File: config.mk
export PLATFORM = sky130hd
export DESIGN_NAME = mem_access_stage
export DESIGN_NICKNAME = d
export VERILOG_FILES = /design/src/rtl/lc3b_types.sv /design/src/rtl/mem_byte_lane.sv /design/src/rtl/mem_access_stage.sv
export SDC_FILE = /design/constraint.sdc
export NUM_CORES = 1
export LEC_CHECK = 0
export BUFFER_PORTS_ARGS = -buffer_cell sky130_fd_sc_hd__buf_2
export CAP_MARGIN = 0
export CORE_ASPECT_RATIO = 1.2
export CORE_MARGIN = 5
export CORE_UTILIZATION = 35
export DETAILED_ROUTE_END_ITERATION = 16
export HOLD_SLACK_MARGIN = 0.1
export PLACE_DENSITY = 0.66
export SYNTH_ARGS = -nofsm -noshare
export SYNTH_HDL_FRONTEND = slang
export SYNTH_SLANG_ARGS = --single-unit
export TNS_END_PERCENT = 1
File: constraint.sdc
create_clock -name clk -period 4.2 [get_ports clk]
set_input_delay 0.21 -clock clk [delete_from_list [all_inputs] [get_ports clk]]
set_output_delay 0.21 -clock clk [all_outputs]
set_load 0.005 [all_outputs]
File: src/rtl/lc3b_types.sv
// Shared LC-3b pipeline types: data word, byte-enable mask and MEM-stage state.
package lc3b_types;

  typedef logic [15:0] lc3b_word;
  typedef logic [1:0]  lc3b_mem_wmask;

  typedef enum logic [1:0] {
    IDLE,
    ACCESS1,
    ACCESS2,
    COMPLETE
  } mem_access_state_t;

  localparam lc3b_mem_wmask WmaskWord = 2'b11;
  localparam lc3b_mem_wmask WmaskHigh = 2'b10;
  localparam lc3b_mem_wmask WmaskLow  = 2'b01;

endpackage

File: src/rtl/mem_byte_lane.sv
// Combinational byte lane: load byte extract/sign-extend, store byte replicate, wmask.
module mem_byte_lane
  import lc3b_types::*;
(
  input  logic          addr_lsb,
  input  logic          mem_byte,
  input  lc3b_word      rdata,
  input  lc3b_word      store_data,
  output lc3b_word      load_data,
  output lc3b_word      store_wdata,
  output lc3b_mem_wmask wmask
);

  logic [7:0] load_byte;

  always_comb begin
    load_byte = addr_lsb ? rdata[15:8] : rdata[7:0];
    if (mem_byte) begin
      load_data   = {{8{load_byte[7]}}, load_byte};
      store_wdata = {store_data[7:0], store_data[7:0]};
      wmask       = addr_lsb ? WmaskHigh : WmaskLow;
    end else begin
      load_data   = rdata;
      store_wdata = store_data;
      wmask       = WmaskWord;
    end
  end

endmodule

File: src/rtl/mem_access_stage.sv
// LC-3b MEM stage: data-memory handshake for LDR/STR/LDB/STB and two-access LDI/STI.
// Define MEM_ACCESS_STAGE_PERF_EN to add the saturating stall_cycles counter output.
module mem_access_stage
  import lc3b_types::*;
#(
  parameter int unsigned ADDR_W = 16
) (
  input  logic              clk,
  input  logic              reset,
  input  logic              valid_in,
  input  logic              mem_read,
  input  logic              mem_write,
  input  logic              mem_byte,
  input  logic              mem_indirect,
  input  logic [ADDR_W-1:0] address_in,
  input  logic [15:0]       store_data_in,
  output logic              stall_out,
  output logic [15:0]       mem_out,
  output logic [ADDR_W-1:0] dmem_address,
  output logic              dmem_read,
  output logic              dmem_write,
  output logic [1:0]        dmem_wmask,
  output logic [15:0]       dmem_wdata,
  input  logic [15:0]       dmem_rdata,
  input  logic              dmem_resp
`ifdef MEM_ACCESS_STAGE_PERF_EN
  ,
  output logic [15:0]       stall_cycles
`endif
);

  localparam logic [ADDR_W-1:0] AlignMask = ~ADDR_W'(1);

  mem_access_state_t state_q, state_d;
  logic [ADDR_W-1:0] ptr_q, ptr_d;
  lc3b_word          mem_out_q, mem_out_d;

  logic          is_mem, is_byte;
  lc3b_word      lane_load, lane_wdata;
  lc3b_mem_wmask lane_wmask;

  assign is_mem  = valid_in & (mem_read | mem_write);
  // Indirect ops are always word accesses, so the byte flag is dropped for them.
  assign is_byte = mem_byte & ~mem_indirect;

  mem_byte_lane u_byte_lane (
    .addr_lsb    (address_in[0]),
    .mem_byte    (is_byte),
    .rdata       (dmem_rdata),
    .store_data  (store_data_in),
    .load_data   (lane_load),
    .store_wdata (lane_wdata),
    .wmask       (lane_wmask)
  );

  assign stall_out = is_mem & (state_q != COMPLETE);
  assign mem_out   = mem_out_q;

  always_comb begin
    state_d      = state_q;
    ptr_d        = ptr_q;
    mem_out_d    = mem_out_q;
    dmem_address = '0;
    dmem_read    = 1'b0;
    dmem_write   = 1'b0;
    dmem_wmask   = '0;
    dmem_wdata   = '0;
    unique case (state_q)
      IDLE: begin
        if (is_mem) state_d = ACCESS1;
      end
      ACCESS1: begin
        dmem_address = address_in & AlignMask;
        if (mem_indirect) begin
          dmem_read  = 1'b1;
          dmem_wmask = WmaskWord;
          if (dmem_resp) begin
            ptr_d   = ADDR_W'(dmem_rdata);
            state_d = ACCESS2;
          end
        end else if (mem_read) begin
          dmem_read  = 1'b1;
          dmem_wmask = lane_wmask;
          if (dmem_resp) begin
            mem_out_d = lane_load;
            state_d   = COMPLETE;
          end
        end else begin
          dmem_write = 1'b1;
          dmem_wmask = lane_wmask;
          dmem_wdata = lane_wdata;
          if (dmem_resp) state_d = COMPLETE;
        end
      end
      ACCESS2: begin
        dmem_address = ptr_q & AlignMask;
        dmem_wmask   = WmaskWord;
        if (mem_read) begin
          dmem_read = 1'b1;
        end else begin
          dmem_write = 1'b1;
          dmem_wdata = store_data_in;
        end
        if (dmem_resp) begin
          if (mem_read) mem_out_d = dmem_rdata;
          state_d = COMPLETE;
        end
      end
      COMPLETE: begin
        state_d = IDLE;
      end
    endcase
  end

  always_ff @(posedge clk) begin
    if (reset) begin
      state_q   <= IDLE;
      ptr_q     <= '0;
      mem_out_q <= '0;
    end else begin
      state_q   <= state_d;
      ptr_q     <= ptr_d;
      mem_out_q <= mem_out_d;
    end
  end

`ifdef MEM_ACCESS_STAGE_PERF_EN
  logic [15:0] stall_cnt_q;

  always_ff @(posedge clk) begin
    if (reset) begin
      stall_cnt_q <= '0;
    end else if (stall_out && (stall_cnt_q != 16'hFFFF)) begin
      stall_cnt_q <= stall_cnt_q + 16'd1;
    end
  end

  assign stall_cycles = stall_cnt_q;
`endif

endmodule

# Word level (Yosys, flattened, before mapping)
# Cells that the tools add are included.
# op_classes
n_mux,29
n_bitwise,5
reduce_logical,5
eq_ne,11
# ops
op,count
2-to-1 mux 16 bit,10
case mux 16 bit (2 select lines),3
2-to-1 mux 2 bit,7
"inequality test 2 bit, second input constant",7
2-to-1 mux 8 bit,1
case mux 2 bit (4 select lines),1
AND reduction 6 bit,1
"equality test 2 bit, second input constant",2
2-to-1 mux 1 bit,4
case mux 1 bit (2 select lines),2
case mux 2 bit (2 select lines),1
bitwise AND 1 bit,3
"inequality test 3 bit, second input constant",1
AND reduction 3 bit,1
"equality test 2 x 1 -> 1 bit, second input constant",1
zero test 2 bit,1
AND reduction 2 bit,1
nonzero test 2 bit,1
NOT 1 bit,1
bitwise OR 1 bit,1
# totals
regBits,34
inputBits,56

# Logic depth before layout (Yosys ltp)
# Gate-level depths: netlist of run 1.
# depth
depth_word,7
depth_mapped,8

# Cells and area by module
# A second synthesis of run 1 with hierarchy kept.
# unflattened
hier_cells,318
hier_area_um2,2491.1
# modules_own_cells
mod,area_each_um2,cells_per_inst,n_inst,seq_area_each_um2
mem_access_stage,2112.0,273,1,660.6
mem_byte_lane,379.1,45,1,0.0

# Worst setup path after synthesis of run 1
# Ideal clock, no wire load.
# synth_timing
path_type,flip-flop to flip-flop
from,reg state_q[0]
to,reg mem_out_q[14] (netlist: mem_out[14])
t_required_ns,4.121
setup_slack_ns,2.479
setup_ns,0.079
path_stages_with_launch,7
t_arrival_ns,1.642
cell_sequence,dfxtp_1 inv_1 ha_1 or3b_1 buf_6 o211a_4 a211oi_2
# synth_via
elab_chain_len,3
elab_cells_between_ends,10
cone_classes,eq/ne (7); mux (1); reduce/logical (2)
# synth_lines
item,line,source
start: declaration,mem_access_stage.sv:34,"mem_access_state_t state_q, state_d;"
start signal: assignment,mem_access_stage.sv:121,state_q <= state_d;
equality test 2 x 1 -> 1 bit or equality test 2 bit (tied branches),mem_access_stage.sv:68,unique case (state_q)
inequality test 2 bit (no line) or nonzero test 2 bit (tied branches),--,
AND reduction 6 bit (no line),--,
end signal: assignment,mem_access_stage.sv:123,mem_out_q <= mem_out_d;
end: declaration,mem_access_stage.sv:36,"lc3b_word mem_out_q, mem_out_d;"
# Several ways; a longest one is shown, not always the timed one.
# A chain may end at the register's enable or synchronous reset.

# Worst setup path after layout of run 1
# layout_timing
from,reg state_q[1]
to,out dmem_wdata[8]
# layout_via
elab_chain_len,2
elab_cells_between_ends,3
cone_classes,eq/ne (2); mux (1)
# layout_lines
item,line,source
equality test 2 bit or equality test 2 x 1 -> 1 bit (tied branches),mem_access_stage.sv:68,
case mux 16 bit (2 select lines) (*),mem_access_stage.sv:68,
end: declaration,mem_access_stage.sv:23,"output logic [15:0] dmem_wdata,"
# Mark *: on every way between the ends. The rest lies on a longest branch, timed or not.

==> results_dict.tcl, run 1 <==
set metrics [dict create \
    yosys_top_cell_by_area "sky130_fd_sc_hd__dfxtp_1" \
    placement_rows 29 \
    synth-seq-cells 33 \
    grt_setup_unrepaired "no" \
    timing_hold_violations_final 0 \
    synth.net_count 301 \
    clockRootBuffer "sky130_fd_sc_hd__clkbuf_8" \
    yosys_most_used_dff "sky130_fd_sc_hd__dfxtp_1" \
    power-per-cell-area_nw_per_um2 306 \
    instances_no_fill 397 \
    detail_route.drc_violations 0 \
    die_area_um2 7080 \
    overflow 0 \
    power_leakage_nw 1.14 \
    timing.critical_path.fanout_max 27 \
    n_fill_cell 552 \
    worstPathRequired_ns 3.99 \
    cts.sink_count 33 \
    via_count 2077 \
    finClkSkew_ns 0.00233 \
    tritoncts.num_buffers 5 \
    totalNegativeSetupSlack_ns 0 \
    final_max_slew_viol_count 0 \
    synthDominantCellAreaShare_pct 34.4 \
    avgViaCountPerCell 5.23 \
    clock.fmax_mhz 366 \
    maximum_number_of_pins_on_one_net_before_global_route_repair 34 \
    post-place-cells 389 \
    place_congestion 0.839 \
    post_route_cells_drive_above_1_share_pct 35.8 \
    grt.total_usage_pct 16.1 \
    period_share_pct 65.1 \
    initial_antenna_violation_count 0 \
    critPathSlowestCell "sky130_fd_sc_hd__ha_1" \
    place_worst_setup_slack_ns 1.65 \
    tritoncts "built" \
    area_delta_synth_final_pct 31.7 \
    ctsHtreeMaxLevel 2 \
    drt_antenna_net_count 0 \
    synth_warnings 0 \
    grt_first_pass_wirelength_um 9580 \
    later_pin_clock_latency_in_the_skew_report_ns 0.28 \
    antenna_cells_inserted 0 \
    slew_headroom_pct 43.2 \
    crit_path_start_kind "flip-flop" \
    grt_pass1_vias 2000 \
    drt-wirelength-per-cell_um 14.8 \
    worstHoldPathType "in -> reg" \
    timing.final.setup_violations 0 \
    die_w_um 77.7 \
    critical_path_class "reg -> out" \
    run_status "finished, final reports clean" \
    cts.hold.buffers_added 0 \
    seq_area_frac_synth_pct 34.4 \
    design.core.area_um2 5300 \
    min_period_ns 2.73 \
    ctsLongestPathBuffers 2 \
    drt-initial-drc-count 145 \
    fin_util_pct 47.8 \
    post_synth_instance_area_um2 1920 \
    initial_core_util_pct 36.3 \
    cts.clk_slew.worst_paths_ns 0.07 \
    synth.area.top_cells "sky130_fd_sc_hd__dfxtp_1 34%, sky130_fd_sc_hd__a21oi_1 8.6%, sky130_fd_sc_hd__nand2_1 8.0%" \
    fp.dieH_um 91.2 \
    end_kind "output port" \
    worst_pin_slew_ns 0.852 \
    ir_drop_v 0.000188 \
    final_worst_hold_slack_ns 0.190 \
    synthesis.instances 240 \
    netlist-cell-type-count 37 \
    cts_setup_buffers 0 \
    synth_edf_count 0 \
    synth.avg_cell_area_um2 8.01 \
    routed_wirelength_um 5860 \
    post_cts_resized 0 \
    critical_path_arrival_ns 2.52 \
    worstPathCellList "inv_1, ha_1, or3b_1, a21oi_2, a22o_1, buf_2" \
    crit_path_max_incr_delay_ns 0.72 \
    final.setup.worst_slack_ns 1.47 \
    synth-async-reset-ratio_pct 0 \
    hpwl_um 4620 \
    io_buffers 107 \
    num_io_pins 109 \
    drtPass1Iterations 5 \
    final_nets 395 \
    max_cap_violations 0 \
]
==> power breakdown <==
group          switching [mW]  total [mW]  internal, mW
clock network           0.111       0.226         0.115
registers              0.0119       0.344         0.332
logic                   0.116       0.205        0.0899
total                   0.239       0.776         0.537
==> area by class of cell <==
type                            instances  area (µm²)  area share, %
Multi-Input combinational cell        180        1150           45.3
Clock buffer                            6        72.6           2.87
Timing Repair Buffer                  108         543           21.4
Clock inverter                          2        10.0          0.395
Sequential cell                        33         661           26.1
Inverter                                6        22.5          0.889
Tap cell                               62        77.6           3.06
==> cell families after synthesis <==
family	after synthesis	synth area share, %
simple gates	79	20.6
compound gates	86	30.5
other cells	1	0.195
flops	33	34.4
fa+ha+maj	5	3.25
mux	9	4.68
buf+inv	27	6.38
==> worst max-delay path: cells and delay by family (launching register included) <==
kind / cells / cell delay, ns
AND/OR/NAND/NOR: 1 / 0.43
buffers and inverters: 2 / 0.22
AO/OA/AOI/OAI: 2 / 0.51
adder cells (fa/ha/maj): 1 / 0.72
flip-flops: 1 / 0.36
==> synthesized netlist by cell type, types with 2 or more instances <==
master	count
sky130_fd_sc_hd__or3b_1	2
sky130_fd_sc_hd__a22oi_1	15
sky130_fd_sc_hd__a21oi_1	33
sky130_fd_sc_hd__nand2_1	41
sky130_fd_sc_hd__dfxtp_1	33
sky130_fd_sc_hd__ha_1	5
sky130_fd_sc_hd__o21ai_0	4
sky130_fd_sc_hd__mux2i_1	9
sky130_fd_sc_hd__nand3_1	2
sky130_fd_sc_hd__a211oi_1	16
sky130_fd_sc_hd__buf_2	8
sky130_fd_sc_hd__nor2b_1	15
sky130_fd_sc_hd__and2_1	9
sky130_fd_sc_hd__clkbuf_1	10
sky130_fd_sc_hd__inv_1	6
sky130_fd_sc_hd__nor2_1	3
sky130_fd_sc_hd__a22o_1	8
sky130_fd_sc_hd__nand2b_1	2
==> per-layer routing <==
layer  track usage (%)  share of wire, %  vias up
met3              5.25                10        6
met4              4.30              0.80        0
met5                 0                 0        -
met2              26.3                48       87
li1                  -                 -     1044
met1              20.4                41      940
==> state kept, by name (all words and copies together) (netlist names) <==
register and flops:
mem_out 16, ptr_q 15, state_q 2
==> placed cells by master (no fill, tap or decap), drive strengths merged <==
cell type,n
o211a,2
mux2i,9
a22oi,15
nor4b,1
dfxtp,33
a21oi,34
nand2,41
ha,5
o221ai,1
or3,1
a311o,1
o21ai,4
conb,1
a311oi,1
and3,1
a31oi,1
or3b,2
a22o,8
nor2,3
a21boi,1
clkinv,2
buf,108
and2,9
a2bb2oi,1
nand2b,2
nor3,1
nand3,2
nor4bb,1
nor2b,15
clkbuf,6
inv,6
a211oi,17
==> through the flow <==
stage | instance area (µm²) | power, mW
CTS | 2530 | 0.784
global placement | 2450 | 0.555
detailed placement | 2450 | 0.558
finish | 2530 | 0.776
floorplan | 1920 | 0.481
global route | 2530 | 0.823
==> path summary, 6_finish.rpt <==
check / startpoint / to / slack, ns / depth (start not counted)
max reg2reg: state_q[1] / mem_out[7] / 1.66 / 5
max: state_q[1] / dmem_wdata[8] / 1.47 / 6
min: dmem_rdata[6] / ptr_q[6] / 0.19 / 3
min reg2reg: ptr_q[15] / ptr_q[15] / 0.46 / 2
Note: power is estimated with default switching activity, not from simulation.
==> inputs of run 2 (changes only) <==
--- a/config.mk
+++ b/config.mk
@@ -12,7 +12,7 @@
 export CORE_UTILIZATION = 35
 export DETAILED_ROUTE_END_ITERATION = 16
 export HOLD_SLACK_MARGIN = 0.1
-export PLACE_DENSITY = 0.66
+export PLACE_DENSITY = 0.68
 export SYNTH_ARGS = -nofsm -noshare
 export SYNTH_HDL_FRONTEND = slang
 export SYNTH_SLANG_ARGS = --single-unit
==> constraint.sdc (replaced) <==
create_clock -name clk -period 2.3 [get_ports clk]
set_input_delay 0.115 -clock clk [delete_from_list [all_inputs] [get_ports clk]]
set_output_delay 0.115 -clock clk [all_outputs]
set_load 0.005 [all_outputs]
==> run 2 against run 1 <==
First-iteration DRC count shrank 34%; wire length up 7.7%; flip-flop and latch count unchanged; clock skew is 0.0016 ns higher; core utilization rose by 2.6 points; critical path type unchanged; largest power group unchanged.
==> results_dict.tcl, run 2 (synthesis gave the netlist of run 1 again) <==
set metrics [dict create \
    run_status "finished, final reports clean" \
    ctsHtreeMaxLevel 2 \
    timing_hold_violations_final 0 \
    totalPowerFinal_mw 1.60 \
    later_pin_clock_latency_in_the_skew_report_ns 0.28 \
    worstPathRequired_ns 2.18 \
    die_w_um 77.7 \
    post-place-cells 395 \
    critical_path_class "reg -> out" \
    drt-initial-drc-count 96 \
    max_cap_violations 0 \
    ir_drop_v 0.000386 \
    via_count 2147 \
    critical_path_buf_inv_count 2 \
    maximum_number_of_pins_on_one_net_before_global_route_repair 34 \
    slew_headroom_pct 59.1 \
    grt_first_pass_wirelength_um 10100 \
    drt_antenna_net_count 0 \
    fin_util_pct 50.4 \
    routed_wirelength_um 6310 \
    n_fill_cell 530 \
    drt-wirelength-per-cell_um 15.5 \
    tritoncts.num_buffers 5 \
    final_nets 405 \
    timing.critical_path.max_delay_family "compound AO/OA/AOI/OAI gates" \
    initial_antenna_violation_count 0 \
    worstHoldPathType "in -> reg" \
    drtPass1Iterations 4 \
    instances_no_fill 407 \
    finClkSkew_ns 0.00396 \
    timing.final.setup_violations 0 \
    area_delta_synth_final_pct 38.9 \
    clockRootBuffer "sky130_fd_sc_hd__clkbuf_8" \
    hpwl_um 4920 \
    final_max_slew_viol_count 0 \
    timing.critical_path.fanout_max 10 \
    grt_setup_unrepaired "no" \
    worst_pin_slew_ns 0.613 \
    critical_path_arrival_ns 2.04 \
    totalNegativeSetupSlack_ns 0 \
    detail_route.drc_violations 0 \
    clock.fmax_mhz 464 \
    tritoncts "built" \
    avgViaCountPerCell 5.28 \
    largest_reg_flops 16 \
    period_share_pct 93.7 \
    num_io_pins 109 \
    post_route_cells_drive_above_1_share_pct 37.1 \
    worstPathCellList "inv_1, ha_2, or3b_1, a21oi_4, a22o_1, buf_2" \
    initial_core_util_pct 36.3 \
    commonest_cells_after_routing_fill_and_taps_aside "107 x sky130_fd_sc_hd__buf_2, 41 x sky130_fd_sc_hd__nand2_1, 33 x sky130_fd_sc_hd__dfxtp_1" \
    io_buffers 107 \
    power_leakage_nw 1.21 \
    crit_path_max_incr_delay_ns 0.43 \
    fp.dieH_um 91.2 \
    antenna_cells_inserted 0 \
    ctsLongestPathBuffers 2 \
    placement_rows 29 \
    grt.total_usage_pct 17.1 \
    critPathSlowestCell "sky130_fd_sc_hd__or3b_1" \
    design.core.area_um2 5300 \
    die_area_um2 7080 \
    min_period_ns 2.15 \
    crit_path_start_kind "flip-flop" \
    cts.clk_slew.worst_paths_ns 0.07 \
    grt_pass1_vias 2102 \
    place_congestion 0.807 \
    final_worst_hold_slack_ns 0.101 \
    overflow 0 \
    cts.sink_count 33 \
    power-per-cell-area_nw_per_um2 598 \
    layout_commonest_cell "sky130_fd_sc_hd__buf_2" \
    end_kind "output port" \
]
run 2: path summary, 6_finish.rpt:
check,start,to,slack (ns),depth (start not counted)
hold reg to reg,ptr_q[6],ptr_q[6],0.47,2
setup reg to reg,state_q[0],mem_out[10],0.34,5
hold / removal,dmem_rdata[5],ptr_q[5],0.10,3
setup / recovery,state_q[1],dmem_wdata[9],0.15,6
run 2: report_power, final:
group          internal [mW]  switching, mW
sequential             0.607         0.0229
combinational          0.183          0.223
clock                  0.353          0.209
run 2: timing repair:
item                                    CTS  global route
gates resized for setup                   0             4
endpoints found under the setup margin    0            17
buffers inserted                          0             0
hold endpoints to repair                  3             1
hold buffers                              3             1
run 2: per-layer routing:
layer	up-vias	GRT usage, %	routed length [µm]
li1	1067	-	-
met1	984	19.9	2500
met2	90	29.4	3140
met3	6	5.64	608
met4	0	5.01	65
met5	-	0	0
run 2: cell type report:
class                           instances  area [µm²]  area share (%)
Clock buffer                            7        86.3            3.23
Sequential cell                        33         661            24.7
Tap cell                               62        77.6            2.90
Multi-Input combinational cell        180        1170            43.7
Clock inverter                          1        30.0            1.12
Timing Repair Buffer                  118         628            23.5
Inverter                                6        22.5           0.843
run 2: through the flow:
stage / cell area, µm² / setup WS, ns
CTS: 2640 / 0.0470
floorplan: 1920 / 0.579
global placement: 2490 / 0.384
detailed placement: 2490 / 0.341
global route: 2670 / 0.0112
finish: 2670 / 0.145
run 2: worst min-delay path, cell delays in order:
cell and delay, ns:
sky130_fd_sc_hd__buf_2 0.12, sky130_fd_sc_hd__nand2_1 0.05, sky130_fd_sc_hd__a21oi_1 0.05
==> inputs of run 3 (changes only) <==
--- a/config.mk
+++ b/config.mk
@@ -12,7 +12,7 @@
 export CORE_UTILIZATION = 35
 export DETAILED_ROUTE_END_ITERATION = 16
 export HOLD_SLACK_MARGIN = 0.1
-export PLACE_DENSITY = 0.68
+export PLACE_DENSITY_LB_ADDON = 0.12
 export SYNTH_ARGS = -nofsm -noshare
 export SYNTH_HDL_FRONTEND = slang
 export SYNTH_SLANG_ARGS = --single-unit
==> run 3 against run 2 <==
Cell count up 0.49%; core utilization is 0.68 points lower; register-to-register slack about the same; highest routed layer unchanged; maximum frequency grew 0.51%; via count decreased by 1.3%; design area down 1.4%.
==> results_dict.tcl, run 3 (synthesis gave the netlist of run 1 again) <==
set metrics [dict create \
    worstPathRequired_ns 2.18 \
    hold-path-cell-count 3 \
    ctsLongestPathBuffers 2 \
    drt-initial-drc-count 111 \
    worst_r2r_endpoint "mem_out[10]" \
    min_period_ns 2.14 \
    timing.critical_path.fanout_max 8 \
    cts_setup_buffers 0 \
    grt_pass1_vias 2029 \
    grt.total_usage_pct 17.1 \
    grt_first_pass_wirelength_um 10100 \
    clock.fmax_mhz 466 \
    overflow 0 \
    power-per-cell-area_nw_per_um2 554 \
    layout_commonest_cell "sky130_fd_sc_hd__buf_2" \
    commonest_cells_after_routing_fill_and_taps_aside "107 x sky130_fd_sc_hd__buf_2, 41 x sky130_fd_sc_hd__nand2_1, 33 x sky130_fd_sc_hd__a21oi_1, 33 x sky130_fd_sc_hd__dfxtp_1, 16 x sky130_fd_sc_hd__a211oi_1" \
    period_share_pct 93.2 \
    grt_busiest_layer "met2" \
    fp.dieH_um 91.2 \
    later_pin_clock_latency_in_the_skew_report_ns 0.28 \
    ir_drop_v 0.000325 \
    final_nets 407 \
    placed_area_um2 2500 \
    num_io_pins 109 \
    area_delta_synth_final_pct 37.0 \
    run_status "finished, final reports clean" \
    maximum_number_of_pins_on_one_net_before_global_route_repair 34 \
    critical_path_depth 6 \
    ctsHtreeMaxLevel 2 \
    critical_path_buf_inv_count 2 \
    worst_pin_slew_ns 0.635 \
    r2r_startpoint "state_q[0]" \
    critical_path_arrival_ns 2.03 \
    largest_reg_flops 16 \
    die_w_um 77.7 \
    end_kind "output port" \
    initial_core_util_pct 36.3 \
    drt-wirelength-per-cell_um 15.2 \
    internal_reg_to_reg_setup_slack_ns 0.34 \
    groute.layer.met1.usage_pct 22.2 \
    totalPowerFinal_mw 1.46 \
    worst_r2r_path_depth 5 \
    drt_antenna_net_count 0 \
    antenna_cells_inserted 0 \
    post_cts_resized 0 \
    post_route_cells_drive_above_1_share_pct 36.6 \
    routed_wirelength_um 6210 \
    final_max_slew_viol_count 0 \
    hpwl_um 4760 \
    slew_headroom_pct 57.7 \
    tritoncts "built" \
    finish.instance_area_um2 2640 \
    max_cap_violations 0 \
    worstHoldPathType "in -> reg" \
    worst_setup_path_startpoint "state_q[1]" \
    detail_route.drc_violations 0 \
    cts.clk_slew.worst_paths_ns 0.07 \
    power_leakage_nw 1.20 \
    n_fill_cell 567 \
    instances_no_fill 409 \
    groute.layer.met3.usage_pct 4.36 \
    drtPass1Iterations 4 \
    crit_path_start_kind "flip-flop" \
    timing.critical_path.max_delay_family "compound AO/OA/AOI/OAI gates" \
    cts.sink_count 33 \
    crit_path_max_incr_delay_ns 0.38 \
    worstPathCellList "inv_1, ha_1, or3b_1, a21oi_2, a22o_1, buf_2" \
    placement_rows 29 \
    met2_usage_pct 27.8 \
    tritoncts.num_buffers 5 \
    initial_antenna_violation_count 0 \
    finClkSkew_ns 0.00315 \
    critPathSlowestCell "sky130_fd_sc_hd__or3b_1" \
    place_congestion 0.835 \
    post-place-cells 396 \
    fin_util_pct 49.7 \
    critical_path_class "reg -> out" \
    design.core.area_um2 5300 \
    avgViaCountPerCell 5.18 \
    endpoint "dmem_wdata[10]" \
    final_worst_hold_slack_ns 0.105 \
    grt_setup_unrepaired "yes" \
    timing_hold_violations_final 0 \
    io_buffers 107 \
    clockRootBuffer "sky130_fd_sc_hd__clkbuf_8" \
    die_area_um2 7080 \
    via_count 2120 \
    timing.final.setup_violations 0 \
]
## run 3: changes by cell type in the layout (fill, tap and decap cells not counted)
cell                            change
sky130_fd_sc_hd__clkinv_2           +2
sky130_fd_sc_hd__ha_2               -1
sky130_fd_sc_hd__a21oi_1            +1
sky130_fd_sc_hd__buf_4              +1
sky130_fd_sc_hd__bufinv_16          -1
sky130_fd_sc_hd__nor3_4             -1
sky130_fd_sc_hd__a21oi_4            -1
sky130_fd_sc_hd__ha_1               +1
sky130_fd_sc_hd__nor3_2             +1
sky130_fd_sc_hd__dlygate4sd3_1      +1
sky130_fd_sc_hd__clkbuf_8           -1
## run 3: final cells by class
cell class	instances	area [µm²]	area share, %
clock buffer	6	72.6	2.75
sequential	33	661	25.1
multi-input combinational	180	1150	43.5
clock inverter	2	10.0	0.380
inverter	6	22.5	0.855
tap	62	77.6	2.94
timing repair buffer	120	646	24.5
## run 3: stage by stage
stage	setup slack, ns	setup TNS (ns)
floorplan	0.579	0
global placement	0.435	0
detailed placement	0.361	0
CTS	0.131	0
global route	-0.00274	-0.00274
finish	0.156	0
## run 3: worst min-delay path: stages
cell	delay (ns)
sky130_fd_sc_hd__buf_2	0.12
sky130_fd_sc_hd__nand2_1	0.06
sky130_fd_sc_hd__a21oi_1	0.05
## run 3: worst min-delay path by stage
stage	from	endpoint
final	dmem_rdata[12]	ptr_q[12]
after floorplan	dmem_rdata[10]	ptr_q[10]
after detailed placement	dmem_rdata[1]	ptr_q[1]
after global routing	dmem_rdata[8]	ptr_q[8]
after global placement	dmem_rdata[1]	ptr_q[1]
after CTS	dmem_rdata[9]	ptr_q[9]
## run 3: layer usage
metal	wire [µm]	vias to the layer above
li1	-	1068
met1	2700	973
met2	2910	74
met3	513	5
met4	82	0
met5	0	-
## run 3: where the power goes
part	internal (mW)	total [mW]	switching, mW
Sequential	0.607	0.629	0.0223
Clock	0.210	0.423	0.213
Combinational	0.187	0.409	0.223
Total	1.00	1.46	0.458
## run 3: what timing repair did
item | CTS | global route
hold buffers | 5 | 0
setup endpoints to repair | 0 | 1
endpoints found under the hold margin | 5 | 0
